File: src/rtl/channel_mixer.sv
// channel_mixer: sums the enabled synthesizer channels into one mono sample.
// Each sample strobe latches all channel samples and the enable mask. The
// enabled channels are then accumulated one per clock, and the scaled sum is
// presented as a registered output with a one-cycle valid strobe.
// Optional build macro: MIXER_SATURATE_EN selects louder mixing that uses a
// smaller shift and clips to full scale. Without it, the full-headroom
// average is used.
module channel_mixer #(
  parameter int NUM_CHANNELS = 4,
  parameter int SAMPLE_WIDTH = 9,
  parameter int OUT_WIDTH    = 8
) (
  input  logic                                 i_clk,
  input  logic                                 i_rst_n,
  input  logic                                 i_sample_valid,
  input  logic [NUM_CHANNELS*SAMPLE_WIDTH-1:0] i_samples,
  input  logic [NUM_CHANNELS-1:0]              i_mixer,
  output logic                                 o_sample_valid,
  output logic [OUT_WIDTH-1:0]                 o_sample,
  output logic                                 o_busy,
  output logic                                 o_overrun
);

  localparam int IDX_W = $clog2(NUM_CHANNELS);
  localparam int ACC_W = SAMPLE_WIDTH + IDX_W;

  typedef enum logic {IDLE, ACCUM} state_t;

  state_t                                state, state_next;
  logic [NUM_CHANNELS*SAMPLE_WIDTH-1:0]  samples_p0;
  logic [NUM_CHANNELS-1:0]               mask_p0;
  logic [ACC_W-1:0]                      acc_p1;
  logic [IDX_W-1:0]                      idx_p1;
  logic [SAMPLE_WIDTH-1:0]               cur_sample;
  logic [ACC_W-1:0]                      term;
  logic [ACC_W-1:0]                      acc_sum;
  logic                                  last;

`ifdef MIXER_SATURATE_EN
  // Louder mix: drop only the bits that exceed the output width, then clip.
  function automatic logic [OUT_WIDTH-1:0] scale_sum(input logic [ACC_W-1:0] sum);
    logic [ACC_W-1:0] shifted;
    logic [ACC_W-1:0] limit;
    shifted = sum >> (SAMPLE_WIDTH - OUT_WIDTH);
    limit   = ACC_W'((1 << OUT_WIDTH) - 1);
    if (shifted > limit)
      return limit[OUT_WIDTH-1:0];
    return shifted[OUT_WIDTH-1:0];
  endfunction
`else
  // Full-headroom average: the worst-case sum maps exactly onto full scale.
  function automatic logic [OUT_WIDTH-1:0] scale_sum(input logic [ACC_W-1:0] sum);
    logic [ACC_W-1:0] shifted;
    shifted = sum >> (ACC_W - OUT_WIDTH);
    return shifted[OUT_WIDTH-1:0];
  endfunction
`endif

  // Current term from the latched copies; disabled channels contribute zero.
  always_comb begin
    cur_sample = samples_p0[idx_p1*SAMPLE_WIDTH +: SAMPLE_WIDTH];
    term       = '0;
    if (mask_p0[idx_p1])
      term = {{IDX_W{1'b0}}, cur_sample};
    acc_sum = acc_p1 + term;
    last    = (idx_p1 == IDX_W'(NUM_CHANNELS - 1));
  end

  // State register.
  always_ff @(posedge i_clk or negedge i_rst_n) begin
    if (!i_rst_n)
      state <= IDLE;
    else
      state <= state_next;
  end

  // Next-state logic: accept a strobe in IDLE, leave ACCUM after the last channel.
  always_comb begin
    state_next = state;
    case (state)
      IDLE:    if (i_sample_valid) state_next = ACCUM;
      ACCUM:   if (last)           state_next = IDLE;
      default: state_next = IDLE;
    endcase
  end

  // Input capture: snapshot samples and mask so later input changes are ignored.
  always_ff @(posedge i_clk) begin
    if (state == IDLE && i_sample_valid) begin
      samples_p0 <= i_samples;
      mask_p0    <= i_mixer;
    end
  end

  // Accumulation, output register and status pulses.
  always_ff @(posedge i_clk or negedge i_rst_n) begin
    if (!i_rst_n) begin
      acc_p1         <= '0;
      idx_p1         <= '0;
      o_sample       <= '0;
      o_sample_valid <= 1'b0;
      o_overrun      <= 1'b0;
    end else begin
      o_sample_valid <= 1'b0;
      o_overrun      <= 1'b0;
      if (state == IDLE) begin
        if (i_sample_valid) begin
          acc_p1 <= '0;
          idx_p1 <= '0;
        end
      end else begin
        acc_p1    <= acc_sum;
        idx_p1    <= idx_p1 + 1'b1;
        o_overrun <= i_sample_valid;
        if (last) begin
          o_sample       <= scale_sum(acc_sum);
          o_sample_valid <= 1'b1;
        end
      end
    end
  end

  assign o_busy = (state == ACCUM);

endmodule

File: config.mk
export PLATFORM = sky130hd
export DESIGN_NAME = channel_mixer
export DESIGN_NICKNAME = d
export VERILOG_FILES = /design/src/rtl/channel_mixer.sv
export SDC_FILE = /design/constraint.sdc
export NUM_CORES = 1
export LEC_CHECK = 0
export CORE_MARGIN = 2
export CORE_UTILIZATION = 46
export CTS_CLUSTER_DIAMETER = 120
export DETAILED_ROUTE_END_ITERATION = 16
export PLACE_DENSITY = 0.68
export SYNTH_ARGS = -nofsm -noshare
export SYNTH_HDL_FRONTEND = slang
export SYNTH_SLANG_ARGS = --single-unit
File: constraint.sdc
create_clock -name i_clk -period 6.5 [get_ports i_clk]
set_input_delay 1.3 -clock i_clk [delete_from_list [all_inputs] [get_ports i_clk]]
set_output_delay 1.3 -clock i_clk [all_outputs]
set_load 0.1 [all_outputs]
Word-level counts from Yosys, hierarchy flattened
Index checks and enable logic that the tools add are counted.

operators by class
  bitwise operators = 1
  reduce and logical (&&, ||, !) cells = 3
  add/sub/neg operators = 2
  muxes and demuxes = 13
  order comparisons = 1
  shifts and indexed selects = 1
  equal/unequal tests = 1
  $mul = 1

operators with widths
  cell                                                                  number
  36-bit by 7-bit indexed part select with 9-bit output                 1
  11-bit 2-to-1 mux                                                     2
  11-bit adder                                                          1
  9-bit 2-to-1 mux                                                      1
  2-bit by 4-bit multiplier with 6-bit output, second input constant    1
  1-bit 2-to-1 mux                                                      6
  2-bit 2-to-1 mux                                                      2
  2-bit by 3-bit < comparator with 1-bit output, second input constant  1
  2-bit by 1-bit adder with 2-bit output, second input constant         1
  1-bit binary-select mux with 2-bit select                             1
  2-bit == test, second input constant                                  1
  1-bit one-hot mux with 2 select lines                                 1
  2-bit AND reduction                                                   1
  2-bit nonzero test                                                    1
  1-bit logical AND                                                     1
  1-bit NOT                                                             1

word-level totals
  bits of input ports = 43
  word-level logic and storage cells = 31
  register bits after elaboration = 64

Longest topological paths before layout
Gate-level depths: netlist (run 1).

  depth after elaboration = 5
  depth in mapped cells = 10
  mapped depth without buffers = 10

Least setup slack after synthesis (run 1)
OpenSTA, ideal clock, no wires.

  path type = input-to-reg
  from = input i_sample_valid
  to = register mask_p0[0] (enable)
  path buffers = 0
  stages = 2
  setup slack = 3.001 ns
  data arrival time = 3.059 ns
  data required time = 6.061 ns
  cell sequence = inv_1 > nor2_1

between the ends
  longest elaborated chain between the ends = 1

RTL lines
  item                  line  RTL
  start, declared       15    input logic i_sample_valid,
  1-bit logical AND     89    if (state == IDLE && i_sample_valid) begin
  end signal, assigned  91    mask_p0 <= i_mixer;
  end, declared         31    logic [NUM_CHANNELS-1:0] mask_p0;

Every way passes these cells.
A chain may end at the register's enable or synchronous reset.

Worst setup path after layout (run 1)
  from = register state (netlist: o_busy)
  to = output o_busy

RTL lines
  item                    line  RTL
  start, declared         29    state_t state, state_next;
  start signal, assigned  74    state <= state_next;
  end, declared           20    output logic o_busy,

No word-level cell between the ends.

==> results.md, run 1 <==
* N_diodes at 0
* Number of detailed-routing iterations run before antenna repair at 4
* Slew @ Worst Pin at 1090 ps
* Overall die height at 84.3 um
* Time the worst path needs with I/O delays and setup at 3680 ps
* Relative slew margins at 26.9%
* Max capacitance violation total at 0
* Total of hold buffers inserted after clock tree synthesis at 0
* Flop and latch count out of synthesis at 64
* Outcome: finished, final reports clean
* Starting density of the core at 47.2%
* Critical path class: reg2out
* Netlist Area Pre-Place at 0.00296 mm2
* Initial antenna violation count at 0
* R2r worst-path depth at 7
* Root buffer selected by CTS: sky130_fd_sc_hd__clkbuf_8
* Crit path max-delay cell type: sky130_fd_sc_hd__clkdlybuf4s50_1
* DRT antenna net count at 0
* Final count of hold timing violations at 0
* Post-Synthesis Cells at 206
* Via count at 1870
* Crit path capture type: output port
* Most common cell after layout, fill and taps aside: sky130_fd_sc_hd__clkdlybuf4s50_1
* Avg Vias per Cell at 5.42
* Final Max Tran Viols at 0
* Number of global-route vias before repair at 1926
* CTS Buf Count at 9
* Total GRT Usage at 16.9%
* Grt total ovfl at 0
* RSZ-0062 raised after global routing: false
* Final design instance area without fill at 0.00376 mm2
* Synthesized Nets at 260
* Share of cells above drive strength 1 at 15.3%
* Worst path top cell family by delay: buffers and inverters
* Post-synth cell types at 48
* WL/cell at 15.5 um
* Average footprint of a synthesized cell at 14.4 um2
* Fillcell total at 520
* Setup Total Neg Slack at 0 ps
* Boundary pin count at 54
* Post-synth ARST share at 37.5%
* Startpoint kind of the worst setup timing path: register
* Depth of the critical timing path with buffers and inverters included at 1
* Post-CTS Setup Repair Bufs at 0
* Wire length of the first global-routing pass at 9230 um
* Weighted congestion at the end of routability-driven global placement at 0.819
* Maximum number of pins on one net before global-route repair at 42
* # clock sinks at 64
* CTS tree: done
* Wire length reported by the detailed router at 5360 um
* Cell Area, Placed at 0.00354 mm2
* Total die area at 0.00710 mm2
* Most used cells in the layout excluding fill and tap cells: sky130_fd_sc_hd__clkdlybuf4s50_1, sky130_fd_sc_hd__edfxtp_1, sky130_fd_sc_hd__dfrtp_1
* Multi-input gate area in the final layout at 0.00110 mm2
* Type of the tightest min-delay check: reg2reg
* Post-synthesis sequential area ratio at 60.8%
* Largest incremental delay on the critical path at 1260 ps
* Count of cells resized by post-cts repair at 0
* Number of H-tree levels at 3
* 1st-iter DRT viols at 130
* Max Clk Rate at 272 MHz
* Half-perimeter wire length after detailed placement at 3780 um
* Number of synthesized flops with an enable pin at 40
* Maximum clock insertion buffer count at 2
* Main flop type after synthesis: sky130_fd_sc_hd__edfxtp_1
* Largest driver fanout on the critical path at 18
* Number of nets in the layout at 317
* Final routed DRC violation total at 0
* Power density normalized to cell area at 553 mW/mm2
* Worst vdd rail ir drop at 321 uV
* Total number of placement rows at 29
* Leak Pwr at 1.41 nW
* Critical path buffers and inverters at 1
* Total of buffers placed on input and output ports at 53
* Die outline width at 84.3 um
* Clk pin slew, worst setup/hold paths at 70 ps
* YS warnings at 0
* Area growth, synth to finish at 26.9%
* Number of cells on the worst hold path at 2
* Setup violation total in the final timing report at 0
* Area of all sequential standard cells at 0.00180 mm2
* Post-Route Skew at 10.9 ps
* Clock latency reported for the late side of the worst-skew pair at 340 ps
* Cell-by-cell listing of the critical path: clkdlybuf4s50_1
* Worst Path Arrival at 2380 ps
* Floorplan core area at 0.00628 mm2
* Critical Path RT at 5200 ps
* Crit share post-route at 56.6%
cells by family after synthesis:
logic type | share of synthesized area [%]
xor+xnor | 1.18
fa+ha+maj | 4.90
flops | 60.8
compound gates | 13.0
simple gates | 9.08
mux | 8.70
buf+inv | 2.36
per-stage QoR:
stage	util (%)	setup slack [ps]	total power, mW	instances	hold slack (ps)
global placement	56.4	3210	1.69	329	468
detailed placement	56.4	3210	1.71	329	480
floorplan	-	3000	1.50	206	454
finish	59.9	2820	2.08	345	486
global route	59.9	2760	2.22	345	513
CTS	59.9	2820	2.09	345	496
state kept, by name, summed over array words and instances, names as in the netlist:
name	flops
samples_p0	36
acc_p1	11
o_sample	8
mask_p0	4
idx_p1	2
o_busy	1
o_overrun	1
o_sample_valid	1
tightest hold or removal path, stage by stage, from the launching register on:
cell and delay [ps]:
sky130_fd_sc_hd__dfrtp_1 340, sky130_fd_sc_hd__nand2_1 50, sky130_fd_sc_hd__o31ai_1 60
final cells by class:
type                            instances  share of cell area, %
Multi-Input combinational cell        132                   29.2
Clock buffer                           11                   3.76
Sequential cell                        64                   47.9
Tap cell                               77                   2.56
Inverter                                3                  0.299
Timing Repair Buffer                   53                   14.1
Clock inverter                          5                   2.13
worst paths after layout:
kind / start / endpoint / slack (ps)
min in group asynchronous: i_rst_n / acc_p1[7] / 1540
max in group asynchronous: i_rst_n / o_sample[0] / 4290
worst max register to register: idx_p1[0] / o_sample[7] / 3400
worst min register to register: o_sample[3] / o_sample[3] / 490
worst min-delay path: o_sample[3] / o_sample[3] / 490
worst max-delay path: o_busy / o_busy / 2820
cell usage after synthesis (2+ instances only):
master                     count  share of area [%]
sky130_fd_sc_hd__edfxtp_1     40                 41
sky130_fd_sc_hd__dfrtp_1      24                 20
sky130_fd_sc_hd__nand2_1      19                2.4
sky130_fd_sc_hd__ha_1         10                4.2
sky130_fd_sc_hd__mux4_2        9                6.8
sky130_fd_sc_hd__nor2b_1       9                1.9
sky130_fd_sc_hd__o21ai_0       7                1.2
sky130_fd_sc_hd__nand3_1       6                1.0
sky130_fd_sc_hd__a21oi_1       5               0.84
sky130_fd_sc_hd__a22o_1        5                1.5
sky130_fd_sc_hd__nor2_1        5               0.63
sky130_fd_sc_hd__nor3_1        5               0.84
sky130_fd_sc_hd__a21oi_2       4                1.2
sky130_fd_sc_hd__buf_6         4                1.5
sky130_fd_sc_hd__mux2_2        4                1.5
sky130_fd_sc_hd__a21o_1        3               0.76
sky130_fd_sc_hd__o211ai_1      3               0.76
sky130_fd_sc_hd__o21a_1        3               0.76
sky130_fd_sc_hd__a211oi_1      2               0.51
sky130_fd_sc_hd__a211oi_2      2               0.84
sky130_fd_sc_hd__buf_2         2               0.34
sky130_fd_sc_hd__clkinv_1      2               0.25
sky130_fd_sc_hd__nand4_1       2               0.42
sky130_fd_sc_hd__o21ai_2       2               0.59
sky130_fd_sc_hd__o311a_1       2               0.68
sky130_fd_sc_hd__o31ai_1       2               0.51
sky130_fd_sc_hd__or3_1         2               0.42
sky130_fd_sc_hd__xnor2_1       2               0.59
sky130_fd_sc_hd__xor2_1        2               0.59
power breakdown:
group,total [mW],leakage (nW),internal [mW],switching [mW]
clock,0.384,0.106,0.226,0.158
sequential,0.658,0.670,0.559,0.0985
combinational,1.04,0.638,0.405,0.633
routing by layer:
metal	track usage [%]	up-vias	share of wire, %
met4	10.1	0	2.6
met1	22.7	885	47
li1	-	913	-
met3	4.82	15	5.1
met5	0	-	0
met2	24.5	57	45
Power figures use the tool's default switching activity.
==> inputs of run 2 (changes only) <==
--- a/config.mk
+++ b/config.mk
@@ -9,7 +9,7 @@
 export CORE_UTILIZATION = 46
 export CTS_CLUSTER_DIAMETER = 120
 export DETAILED_ROUTE_END_ITERATION = 16
-export PLACE_DENSITY = 0.68
+export PLACE_DENSITY = 0.71
 export SYNTH_ARGS = -nofsm -noshare
 export SYNTH_HDL_FRONTEND = slang
 export SYNTH_SLANG_ARGS = --single-unit
==> constraint.sdc (replaced) <==
create_clock -name i_clk -period 3.3 [get_ports i_clk]
set_input_delay 0.66 -clock i_clk [delete_from_list [all_inputs] [get_ports i_clk]]
set_output_delay 0.66 -clock i_clk [all_outputs]
set_load 0.1 [all_outputs]
==> run 2 against run 1 <==
Compared with the run above: combinational power rose by 100%; cell area fell by 0.17%; total power rose by 94%; clock skew fell by 3.6 ps; critical path depth rose by 6; largest power group unchanged; register-to-register slack got worse by 3000 ps; highest routed layer unchanged; cell count rose by 1.4%.
==> results.md, run 2 (synthesized netlist as in run 1, its figures left out) <==
* Outcome: finished, final reports clean
* Final routed DRC violation total at 0 (unchanged)
* Total of buffers placed on input and output ports at 53 (unchanged)
* Fillcell total at 510 (-1.9%)
* Worst path top cell family by delay: flip-flops
* Post-Route Skew at 7.32 ps (-3.55 ps)
* Highest Signal Layer: met4
* Slew @ Worst Pin at 681 ps (-413 ps)
* Final core area utilization at 59.8% (-0.10 points)
* Combinational fraction of design power at 51.7% (+1.8 points)
* Crit path capture type: register
* # clock sinks at 64 (unchanged)
* WL/cell at 15.4 um (-0.97%)
* CTS Buf Count at 9 (unchanged)
* Via count at 1882 (+0.64%)
* Initial antenna violation count at 0 (unchanged)
* RSZ-0062 raised after global routing: false
* Time the worst path needs with I/O delays and setup at 2920 ps
* Cell Area, Placed at 0.00355 mm2 (+0.28%)
* Int Pwr at 2.27 mW (+91%)
* Area growth, synth to finish at 26.7%
* Overall Power at 4.04 mW (+94%)
* Floorplan core area at 0.00628 mm2 (unchanged)
* Share of cells above drive strength 1 at 21.2% (+5.9 points)
* Largest driver fanout on the critical path at 13 (-5)
* Largest incremental delay on the critical path at 700 ps (-560 ps)
* Met1 WL at 2510 um (-0.24%)
* Final design instance area without fill at 0.00375 mm2 (-0.17%)
* Count of cells resized by post-cts repair at 0 (unchanged)
* Final cell count without fillers at 350 (+1.4%)
* R2r worst-path depth at 7 (unchanged)
* Die outline width at 84.3 um (unchanged)
* Final Max Tran Viols at 0 (unchanged)
* Most common cell after layout, fill and taps aside: sky130_fd_sc_hd__clkdlybuf4s50_1
* Leak Pwr at 1.45 nW (+2.3%)
* Root buffer selected by CTS: sky130_fd_sc_hd__clkbuf_8
* CTS tree: done
* Critical path class: reg2reg
* Total number of placement rows at 29 (unchanged)
* Worst Path Arrival at 3170 ps (+790 ps)
* 1st-iter DRT viols at 126 (-3.1%)
* Setup Total Neg Slack at 0 ps (unchanged)
* Max capacitance violation total at 0 (unchanged)
* Sequential cell fraction of total power at 31.3% (-0.3 points)
* Grt total ovfl at 0 (unchanged)
* Maximum clock insertion buffer count at 2 (unchanged)
* Critical Path RT at 3550 ps (-1650 ps)
* Flip-flop count of the largest register after layout at 36 (unchanged)
* Depth of the critical timing path with buffers and inverters included at 7 (+6)
* Crit path max-delay cell type: sky130_fd_sc_hd__dfrtp_1
* Clock latency reported for the late side of the worst-skew pair at 340 ps (about the same)
* Register containing the most flip-flops in the final layout: samples_p0
* Net Sw Power at 1.77 mW (+99%)
* Metal2 WL at 2470 um (+1.8%)
* Startpoint kind of the worst setup timing path: register
* Boundary pin count at 54 (unchanged)
* N_diodes at 0 (unchanged)
* Cell-by-cell listing of the critical path: mux4_2, nor2b_1, ha_1, nand4_2, a211oi_2, nor3_1, o31ai_2
* Total die area at 0.00710 mm2 (unchanged)
* Top Registers: samples_p0 (36), acc_p1 (11), o_sample (8)
* Type of the tightest min-delay check: reg2reg
* Crit share post-route at 88.4%
* Avg Vias per Cell at 5.38 (-0.80%)
* Sw frac at 43.8% (+1.0 points)
* Clock share of power at 17.1% (-1.3 points)
* Overall die height at 84.3 um (unchanged)
* Starting density of the core at 47.2% (unchanged)
* Number of global-route vias before repair at 1846 (-4.2%)
* Critical path buffers and inverters at 0 (-1)
* Number of detailed-routing iterations run before antenna repair at 4 (unchanged)
* DRT antenna net count at 0 (unchanged)
* Most used cells in the layout excluding fill and tap cells: sky130_fd_sc_hd__clkdlybuf4s50_1, sky130_fd_sc_hd__edfxtp_1, sky130_fd_sc_hd__dfrtp_1
* Routed length on met3 at 353 um (+28%)
* Number of H-tree levels at 3 (unchanged)
* Post-CTS Setup Repair Bufs at 0 (unchanged)
* Clk pin slew, worst setup/hold paths at 70 ps (about the same)
* Max Clk Rate at 343 MHz
* Half-perimeter wire length after detailed placement at 3810 um (+0.96%)
* Setup violation total in the final timing report at 0 (unchanged)
* Power density normalized to cell area at 1080 mW/mm2 (+95%)
* Worst vdd rail ir drop at 601 uV (+87%)
* Final count of hold timing violations at 0 (unchanged)
* Number of placed cells counting well taps at 334 (+1.5%)
* Wire length reported by the detailed router at 5390 um (+0.47%)
* Total GRT Usage at 16.2% (-0.73 points)
* Number of cells on the worst hold path at 2 (unchanged)
* Relative slew margins at 54.6% (+28 points)
* Wire length of the first global-routing pass at 8930 um (-3.3%)
* Total of hold buffers inserted after clock tree synthesis at 0 (unchanged)
* Number of nets in the layout at 322 (+1.6%)
* Maximum number of pins on one net before global-route repair at 42 (unchanged)
* Weighted congestion at the end of routability-driven global placement at 0.820 (about the same)
==> run 2: path summary, 6_finish.rpt <==
path	slack [ps]	start	end
max	380	idx_p1[0]	o_sample[7]
min	490	o_sample[3]	o_sample[3]
max reg2reg	380	idx_p1[0]	o_sample[7]
min reg2reg	490	o_sample[3]	o_sample[3]
max in group asynchronous	2370	i_rst_n	o_busy
min in group asynchronous	670	i_rst_n	acc_p1[4]
==> run 2: worst min-delay path: cells and delay by family (launching register included) <==
kind             cells  cell delay (ps)
AND/OR/NAND/NOR      1               60
flip-flops           1              340
AO/OA/AOI/OAI        1               50
==> run 2: cell type report <==
class | instances | area [um2] | share of cell area [%]
clock buffers | 10 | 138 | 3.67
clock inverters | 6 | 67.6 | 1.80
inverters | 3 | 11.3 | 0.300
multi-input cells | 132 | 1100 | 29.3
flip-flops and latches | 64 | 1800 | 48.0
well taps | 77 | 96.3 | 2.57
repair buffers | 58 | 541 | 14.4
==> run 2: metal layers <==
layer	vias to the layer above	track usage, %
met5	-	0
met4	0	5.72
met3	6	5.41
met2	59	24.9
met1	896	21.7
li1	921	-
==> run 2: power groups by stage <==
| stage | Clock, mW | Sequential (mW) | Combinational [mW] |
|---|---|---|---|
| after CTS | 0.700 | 1.27 | 2.11 |
| final | 0.690 | 1.26 | 2.09 |
| after global placement | 0 | 1.28 | 2.05 |
| after detailed placement | 0 | 1.28 | 2.09 |
| after floorplan | 0 | 1.65 | 1.31 |
| after global routing | 0.737 | 1.30 | 2.27 |
==> run 2: per-stage QoR <==
| stage | setup WS (ps) | hold slack (ps) |
|---|---|---|
| finish | 384 | 485 |
| CTS | 328 | 490 |
| global route | 147 | 517 |
| global placement | 413 | 474 |
| detailed placement | 337 | 475 |
| floorplan | 665 | 364 |
